### config.mk
export PLATFORM = sky130hd
export DESIGN_NAME = ram_burst_master
export DESIGN_NICKNAME = d
export VERILOG_FILES = /design/src/rtl/ram_burst_pkg.sv /design/src/rtl/ram_rd_stage.sv /design/src/rtl/ram_burst_master.sv
export SDC_FILE = /design/constraint.sdc
export NUM_CORES = 1
export LEC_CHECK = 0
export BUFFER_PORTS_ARGS = -buffer_cell sky130_fd_sc_hd__buf_2
export CORE_ASPECT_RATIO = 2
export CORE_MARGIN = 1.5
export CORE_UTILIZATION = 43
export DETAILED_ROUTE_END_ITERATION = 16
export PLACE_DENSITY = 0.81
export SYNTH_ARGS = -nofsm -noshare
export SYNTH_HDL_FRONTEND = slang
export SYNTH_HIERARCHICAL = 1
export SYNTH_SLANG_ARGS = --single-unit
### constraint.sdc
create_clock -name clk -period 1.9 [get_ports clk]
set_input_delay 0.285 -clock clk [delete_from_list [all_inputs] [get_ports clk]]
set_output_delay 0.285 -clock clk [all_outputs]
set_load 0.1 [all_outputs]
### src/rtl/ram_burst_pkg.sv
// Shared types for the RAM burst master: FSM state encoding and burst beat-count helper.
package ram_burst_pkg;

    typedef enum logic [1:0] {
        IDLE  = 2'd0,
        WRITE = 2'd1,
        READ  = 2'd2,
        FILL  = 2'd3
    } state_e;

    // Number of words addressable with an addr_w-bit address (also the longest burst).
    function automatic int unsigned beat_count(input int unsigned addr_w);
        return 32'd1 << addr_w;
    endfunction

endpackage

### src/rtl/ram_rd_stage.sv
// One-entry registered read output: captures a RAM word on load and holds it until the consumer accepts.
module ram_rd_stage #(
    parameter int M = 32
) (
    input  logic         clk,
    input  logic         reset,
    input  logic         load_i,
    input  logic [M-1:0] data_i,
    input  logic         rd_ready_i,
    output logic         rd_valid_o,
    output logic [M-1:0] rd_data_o
);

    logic         valid_q;
    logic [M-1:0] data_q;

    // Output register: load wins, otherwise an accepted beat empties the stage.
    always_ff @(posedge clk) begin
        if (reset) begin
            valid_q <= 1'b0;
            data_q  <= {M{1'b0}};
        end else if (load_i) begin
            valid_q <= 1'b1;
            data_q  <= data_i;
        end else if (rd_ready_i) begin
            valid_q <= 1'b0;
        end
    end

    assign rd_valid_o = valid_q;
    assign rd_data_o  = data_q;

endmodule

### src/rtl/ram_burst_master.sv
// Burst initiator for the single-port RAM: write bursts from the wr stream, read bursts to the rd stream.
// Optional constant-fill write bursts are enabled with the RAM_BURST_FILL_EN macro.
module ram_burst_master
    import ram_burst_pkg::*;
#(
    parameter int N = 6,
    parameter int M = 32
) (
    input  logic         clk,
    input  logic         reset,
    input  logic         cmd_valid,
    output logic         cmd_ready,
    input  logic         cmd_write,
    input  logic [N-1:0] cmd_addr,
    input  logic [N-1:0] cmd_len,
`ifdef RAM_BURST_FILL_EN
    input  logic         cmd_fill,
    input  logic [M-1:0] cmd_fill_data,
`endif
    input  logic         wr_valid,
    output logic         wr_ready,
    input  logic [M-1:0] wr_data,
    output logic         rd_valid,
    input  logic         rd_ready,
    output logic [M-1:0] rd_data,
    output logic         mem_we,
    output logic [N-1:0] mem_addr,
    output logic [M-1:0] mem_wdata,
    input  logic [M-1:0] mem_rdata,
    output logic         busy,
    output logic         done
);

    state_e       state_q, state_d;
    logic [N-1:0] addr_q, addr_d;
    logic [N-1:0] rem_q, rem_d;
    logic         issued_q, issued_d;
    logic [N-1:0] addr_inc_s;
    logic         rd_load_s;
`ifdef RAM_BURST_FILL_EN
    logic [M-1:0] fill_q, fill_d;
`endif

    // Address advance wraps at the top of the RAM.
    assign addr_inc_s = N'((32'(addr_q) + 32'd1) % beat_count(N));

    // Next-state, RAM strobes and handshake decode.
    always_comb begin
        state_d   = state_q;
        addr_d    = addr_q;
        rem_d     = rem_q;
        issued_d  = issued_q;
`ifdef RAM_BURST_FILL_EN
        fill_d    = fill_q;
`endif
        mem_we    = 1'b0;
        mem_wdata = wr_data;
        wr_ready  = 1'b0;
        rd_load_s = 1'b0;
        done      = 1'b0;
        case (state_q)
            IDLE: begin
                if (cmd_valid) begin
                    addr_d   = cmd_addr;
                    rem_d    = cmd_len;
                    issued_d = 1'b0;
                    if (cmd_write) begin
`ifdef RAM_BURST_FILL_EN
                        fill_d  = cmd_fill_data;
                        state_d = cmd_fill ? FILL : WRITE;
`else
                        state_d = WRITE;
`endif
                    end else begin
                        state_d = READ;
                    end
                end else begin
                    state_d = IDLE;
                end
            end
            WRITE: begin
                wr_ready = 1'b1;
                mem_we   = wr_valid;
                if (wr_valid) begin
                    addr_d = addr_inc_s;
                    if (rem_q == {N{1'b0}}) begin
                        done    = 1'b1;
                        state_d = IDLE;
                    end else begin
                        rem_d = rem_q - N'(1);
                    end
                end else begin
                    addr_d = addr_q;
                end
            end
            READ: begin
                // issued_q marks that the final beat has already been captured.
                rd_load_s = !issued_q && (!rd_valid || rd_ready);
                if (rd_load_s) begin
                    addr_d = addr_inc_s;
                    if (rem_q == {N{1'b0}}) begin
                        issued_d = 1'b1;
                    end else begin
                        rem_d = rem_q - N'(1);
                    end
                end else begin
                    addr_d = addr_q;
                end
                if (rd_valid && rd_ready && issued_q) begin
                    done    = 1'b1;
                    state_d = IDLE;
                end else begin
                    state_d = READ;
                end
            end
`ifdef RAM_BURST_FILL_EN
            FILL: begin
                mem_we    = 1'b1;
                mem_wdata = fill_q;
                addr_d    = addr_inc_s;
                if (rem_q == {N{1'b0}}) begin
                    done    = 1'b1;
                    state_d = IDLE;
                end else begin
                    rem_d = rem_q - N'(1);
                end
            end
`endif
            default: begin
                state_d = IDLE;
            end
        endcase
    end

    // Burst control registers.
    always_ff @(posedge clk) begin
        if (reset) begin
            state_q  <= IDLE;
            addr_q   <= {N{1'b0}};
            rem_q    <= {N{1'b0}};
            issued_q <= 1'b0;
`ifdef RAM_BURST_FILL_EN
            fill_q   <= {M{1'b0}};
`endif
        end else begin
            state_q  <= state_d;
            addr_q   <= addr_d;
            rem_q    <= rem_d;
            issued_q <= issued_d;
`ifdef RAM_BURST_FILL_EN
            fill_q   <= fill_d;
`endif
        end
    end

    assign cmd_ready = (state_q == IDLE);
    assign busy      = (state_q != IDLE);
    assign mem_addr  = addr_q;

    ram_rd_stage #(.M(M)) u_rd_stage (
        .clk        (clk),
        .reset      (reset),
        .load_i     (rd_load_s),
        .data_i     (mem_rdata),
        .rd_ready_i (rd_ready),
        .rd_valid_o (rd_valid),
        .rd_data_o  (rd_data)
    );

endmodule
# --- Word-level counts from Yosys, hierarchy flattened ---
# Index checks and enable logic that the tools add are counted.
totals:
  register_bits: 48
  input_bits: 82
  output_inout_bits: 76
  wordCells: 58
op_classes:
  addsub: 2
  n_eq_ne: 7
  muxes: 28
  n_reduce_logical: 15
ops:
  columns: ["cell", "count"]
  rows:
  - ["2-to-1 mux 6 bit", 7]
  - ["case mux 6 bit (3 select lines)", 2]
  - ["2-to-1 mux 1 bit", 11]
  - ["2-to-1 mux 2 bit", 5]
  - ["inequality test 2 bit (second input constant)", 5]
  - ["AND reduction 4 bit", 2]
  - ["adder 6 x 1 -> 6 bit (second input constant)", 1]
  - ["logical NOT 6 bit", 1]
  - ["case mux 2 bit (3 select lines)", 1]
  - ["nonzero test 2 bit", 3]
  - ["subtractor 6 x 1 -> 6 bit (second input constant)", 1]
  - ["case mux 1 bit (2 select lines)", 2]
  - ["logical AND 1 bit", 3]
  - ["nonzero test 3 bit", 1]
  - ["== test 2 x 1 -> 1 bit (second input constant)", 1]
  - ["== test 2 bit (second input constant)", 1]
  - ["logical NOT 1 bit", 2]
  - ["logical NOT 2 bit", 1]
  - ["AND reduction 2 bit", 1]
  - ["logical OR 1 bit", 1]

# --- Depth between registers and ports, before layout ---
depth:
  depth_word: 5
  ltp_mapped: 7
  depth_no_buf: 6

# --- Cells and area by module ---
# Netlist, hierarchy kept.
modules_own_cells:
  columns: ["module", "n_inst", "cells_per_inst", "area_per_inst_um2", "seq_area_each_um2"]
  rows:
  - ["ram_burst_master", 1, 164, 1305.0, 300.3]
  - ["ram_rd_stage", 1, 108, 1204.9, 660.6]

# --- Least setup slack after synthesis ---
# No wires, ideal clock.
synth_timing:
  path_type: "register to output"
  start: "reg state_q[1]"
  end: "out done"
  arrival_time_ns: 3.676
  required_time_ns: 1.615
  slack_ns: -2.061
  path_stages_with_launch: 6
  path_buffers: 0
  cell_sequence: "dfxtp_1 -> inv_1 -> ha_1 -> and2_1 -> nand2_1 -> a21oi_1"
synth_between:
  elab_chain_len: 2
  word_cells_on_any_way: 3
  classes_between: "2 x eq/ne; 1 x mux"
synth_rtl:
  columns: ["element", "line_no", "source"]
  rows:
  - ["start: declaration", "ram_burst_master.sv:34", "state_e state_q, state_d;"]
  - ["start signal: assignment", "ram_burst_master.sv:146", "state_q <= state_d;"]
  - ["== test 2 bit / == test 2 x 1 -> 1 bit (equally long branches)", "ram_burst_master.sv:61", "case (state_q)"]
  - ["case mux 1 bit (2 select lines) (*)", "ram_burst_master.sv:61", null]
  - ["end: declaration", "ram_burst_master.sv:31", "output logic done"]
# Every way passes the cells marked *; elsewhere a longest branch is shown, timed or not.

# --- Worst setup path in the final report ---
layout_timing:
  start: "reg rem_q[1]"
  end: "out done"
layout_between:
  elab_chain_len: 4
layout_rtl:
  columns: ["element", "line_no", "source"]
  rows:
  - ["start: declaration", "ram_burst_master.sv:36", "logic [N-1:0] rem_q, rem_d;"]
  - ["start signal: assignment", "ram_burst_master.sv:140", "rem_q <= {N{1'b0}};"]
  - ["start signal: assignment", "ram_burst_master.sv:148", "rem_q <= rem_d;"]
  - ["logical NOT 6 bit", "ram_burst_master.sv:86", "if (rem_q == {N{1'b0}}) begin"]
  - ["2-to-1 mux 1 bit", "ram_burst_master.sv:86", null]
  - ["2-to-1 mux 1 bit", "ram_burst_master.sv:84", "if (wr_valid) begin"]
  - ["case mux 1 bit (2 select lines)", "ram_burst_master.sv:61", null]
# Every way passes these cells.

==> impl_metrics.py <==
metrics = {
    "outcome": {
        "status": "finished clean",
    },
    "worst_setup_path": {
        "crit_path_max_incr_delay_ps": 340,
        "r2r_start": "state_q[1]$_SDFFE_PP0P_",
        "critPathKind": "flip-flop to output port",
        "timing.rr.end": "rem_q[5]$_SDFFE_PP0P_",
        "rr_worst_depth": 6,
        "cp_data_arrival_time_ps": 1600,
        "slowest_stage": "dfxtp_2",
        "crit_chain": "inv_2 > ha_4 > nor4b_4 > and2_4 > nand2_4 > a21oi_4 > buf_12",
        "end_kind": "output port",
        "worstSetupStartpointType": "flip-flop",
        "r2r_slack_ps": 90,
        "critPathMaxFanout": 2,
        "worst_ep_required_time_ps": 1620,
    },
    "layout": {
        "diodes": 0,
        "drive_gt1_frac": 0.4189,
        "final_nets": 426,
        "final_cell_mix": "buf_2 (92), nor2_1 (43), dfxtp_1 (43)",
        "area_growth_pct": 22.38,
        "layout_commonest_cell": "buf_2",
    },
    "floorplan": {
        "core_um2": 5660,
        "start_util": 0.4434,
        "die_area_um2": 6332,
        "rows": 39,
        "chipWidth_um": 57.03,
        "die_y_um": 111.0,
        "io_pins": 158,
    },
    "yosys": {
        "avgSynthCellArea_um2": 9.228,
        "yosys_warnings": 6,
        "ys_top_cells_by_area": "dfxtp_1 (38%), mux2i_1 (14%), buf_4 (9.6%)",
        "synth_top_area_share": 0.3829,
        "syn-num-nets": 360,
        "syn_area_um2": 2510,
        "synth_seq_cells": 48,
        "synth-edff-count": 0,
        "netlist_instances": 272,
        "ys_types": 43,
        "yosys.area.top_type": "dfxtp_1",
        "synthFlopType": "dfxtp_1",
        "synthArstFlopShare": 0,
        "yosysSeqAreaShare": 0.3829,
    },
    "clock_network": {
        "clock_latency_ps": 290,
        "clk_pin_slew_ps": 70,
        "cts-buffers-inserted": 5,
        "cts_tree": "built",
        "cts_sinks": 48,
        "cts-root-buf": "clkbuf_16",
        "clockBufferDepth": 2,
        "cts_hold_buf": 0,
        "h-tree-depth": 2,
    },
    "sta": {
        "fin_crit_ps": 1890,
        "min_period_over_period": 0.9947,
        "fin_tns_setup_ps": 0,
        "setup_ws_ps": 10.04,
        "fmax_mhz": 529.1,
        "slew_headroom": 0.6713,
        "slew_viol_final": 0,
        "setup_viol": 0,
        "rsz0062_at_grt": "yes",
        "skew_ps": 8.552,
        "worstMarginPinSlew_ps": 496.5,
        "hold_viol_final": 0,
    },
    "power": {
        "leakage_uw": 0.001417,
        "ir_drop_mv": 0.8332,
        "powerDensity_nw_per_um2": 1154,
    },
    "routing": {
        "remaining_drc_errors": 0,
        "antenna_left": 0,
        "routed_wl_um": 5912,
        "dr.pass1.iters": 4,
        "vias": 2135,
        "wl_per_cell_um": 14.78,
        "via_per_inst": 5.338,
        "drt_iter0_drc": 41,
    },
    "hold_path": {
        "holdPathStages": 3,
        "whs_endpoint": "u_rd_stage/rd_data_o[20]$_SDFFE_PP0P_",
        "min_path_type": "input port to flip-flop",
        "hold_path.startpoint": "mem_rdata[20]",
    },
    "global_routing": {
        "grt_pass1_vias": 2058,
        "grt_pass1_wl_um": 9335,
        "overflow": 0,
        "antenna_found_initial": 0,
        "grt_max_degree": 34,
        "grt.total_usage": 0.1880,
    },
    "placed_design": {
        "gp_congestion": 0.9703,
        "place_ws_ps": 55.76,
        "numPortBuffers": 93,
        "place_hpwl_um": 4560,
    },
    "job": {
        "cap_violations": 0,
    },
}
[registers in the layout, summed over array words and instances (netlist names)]
signal                 flops
rem_q                      6
mem_addr                   6
state_q                    2
u_rd_stage/rd_valid_o      1
u_rd_stage/rd_data_o      32
issued_q                   1
[Yosys cell counts (3+ instances only)]
master / number
nand2_1: 11
a32o_1: 5
o211ai_1: 4
a311oi_1: 5
a31o_2: 4
a21oi_1: 8
buf_12: 3
inv_1: 14
buf_4: 32
a31oi_1: 4
nand3_1: 5
ha_1: 6
mux2i_1: 34
clkbuf_1: 6
dfxtp_1: 48
buf_2: 5
nor2_1: 43
and2_1: 3
[critical path: cells and delay by family (launching register included)]
| family | cells | cell delay [ps] |
|---|---|---|
| flops | 1 | 340 |
| compound gates | 1 | 140 |
| simple gates | 3 | 450 |
| buf+inv | 2 | 260 |
| fa+ha+maj | 1 | 130 |
[what timing repair did]
action / 4_1_cts / 5_1_grt
buffers inserted: 4 / 1
gates resized for setup: 10 / 1
gates cloned: 0 / 0
endpoints found under the setup margin: 1 / 1
pin swaps: 3 / 1
[routing by layer]
metal	track usage	vias up	part of all wire
met2	0.3670	85	0.56
met1	0.1627	984	0.33
li1	-	1036	-
met3	0.03501	30	0.062
met4	0.1147	0	0.048
met5	0	-	0
[cell families (layout without fill, tap and decap cells)]
family                   after synthesis  count (layout)  synth area share
adder cells (fa/ha/maj)                6               6           0.02991
flip-flops                            48              48            0.3829
AO/OA/AOI/OAI                         43              43            0.1326
AND/OR/NAND/NOR                       78              78            0.1491
buffers and inverters                 62             129            0.1655
multiplexers                          35              35            0.1401
[area by class of cell]
class	count	area, um2
sequential	48	967.2
clock buffer	6	128.9
inverter	14	52.55
tap	61	76.32
multi-input combinational	162	1189
clock inverter	2	35.03
fill	539	2589
timing repair buffer	107	623.1
[power breakdown]
part           total, uW  switching (uW)  internal [uW]
clock network        969             351            619
registers           1190            85.4           1110
logic               1380             953            428
total               3540            1390           2150
[worst max-delay path by stage]
stage	from	to	slack (ps)
detailed placement	state_q[0]$_SDFFE_PP0P_	mem_addr[5]$_SDFFE_PP0P_	60
CTS	rem_q[1]$_SDFFE_PP0P_	done	1
global route	rem_q[1]$_SDFFE_PP0P_	done	-70
floorplan	state_q[1]$_SDFFE_PP0P_	done	-270
finish	rem_q[1]$_SDFFE_PP0P_	done	10
global placement	state_q[0]$_SDFFE_PP0P_	rem_q[4]$_SDFFE_PP0P_	140
[per-stage QoR]
| step | instances | hold slack (ps) | utilization | area, um2 | total power [uW] |
|---|---|---|---|---|---|
| floorplan | 272 | 432.2 | - | 2541 | 2581 |
| global placement | 387 | 467.1 | 0.5027 | 2845 | 2507 |
| detailed placement | 387 | 477.3 | 0.5027 | 2845 | 2526 |
| CTS | 399 | 236.4 | 0.5405 | 3059 | 3566 |
| global route | 400 | 246.2 | 0.5427 | 3072 | 3703 |
| finish | 400 | 239.0 | 0.5427 | 3072 | 3544 |
(Power assumes the default switching activity.)
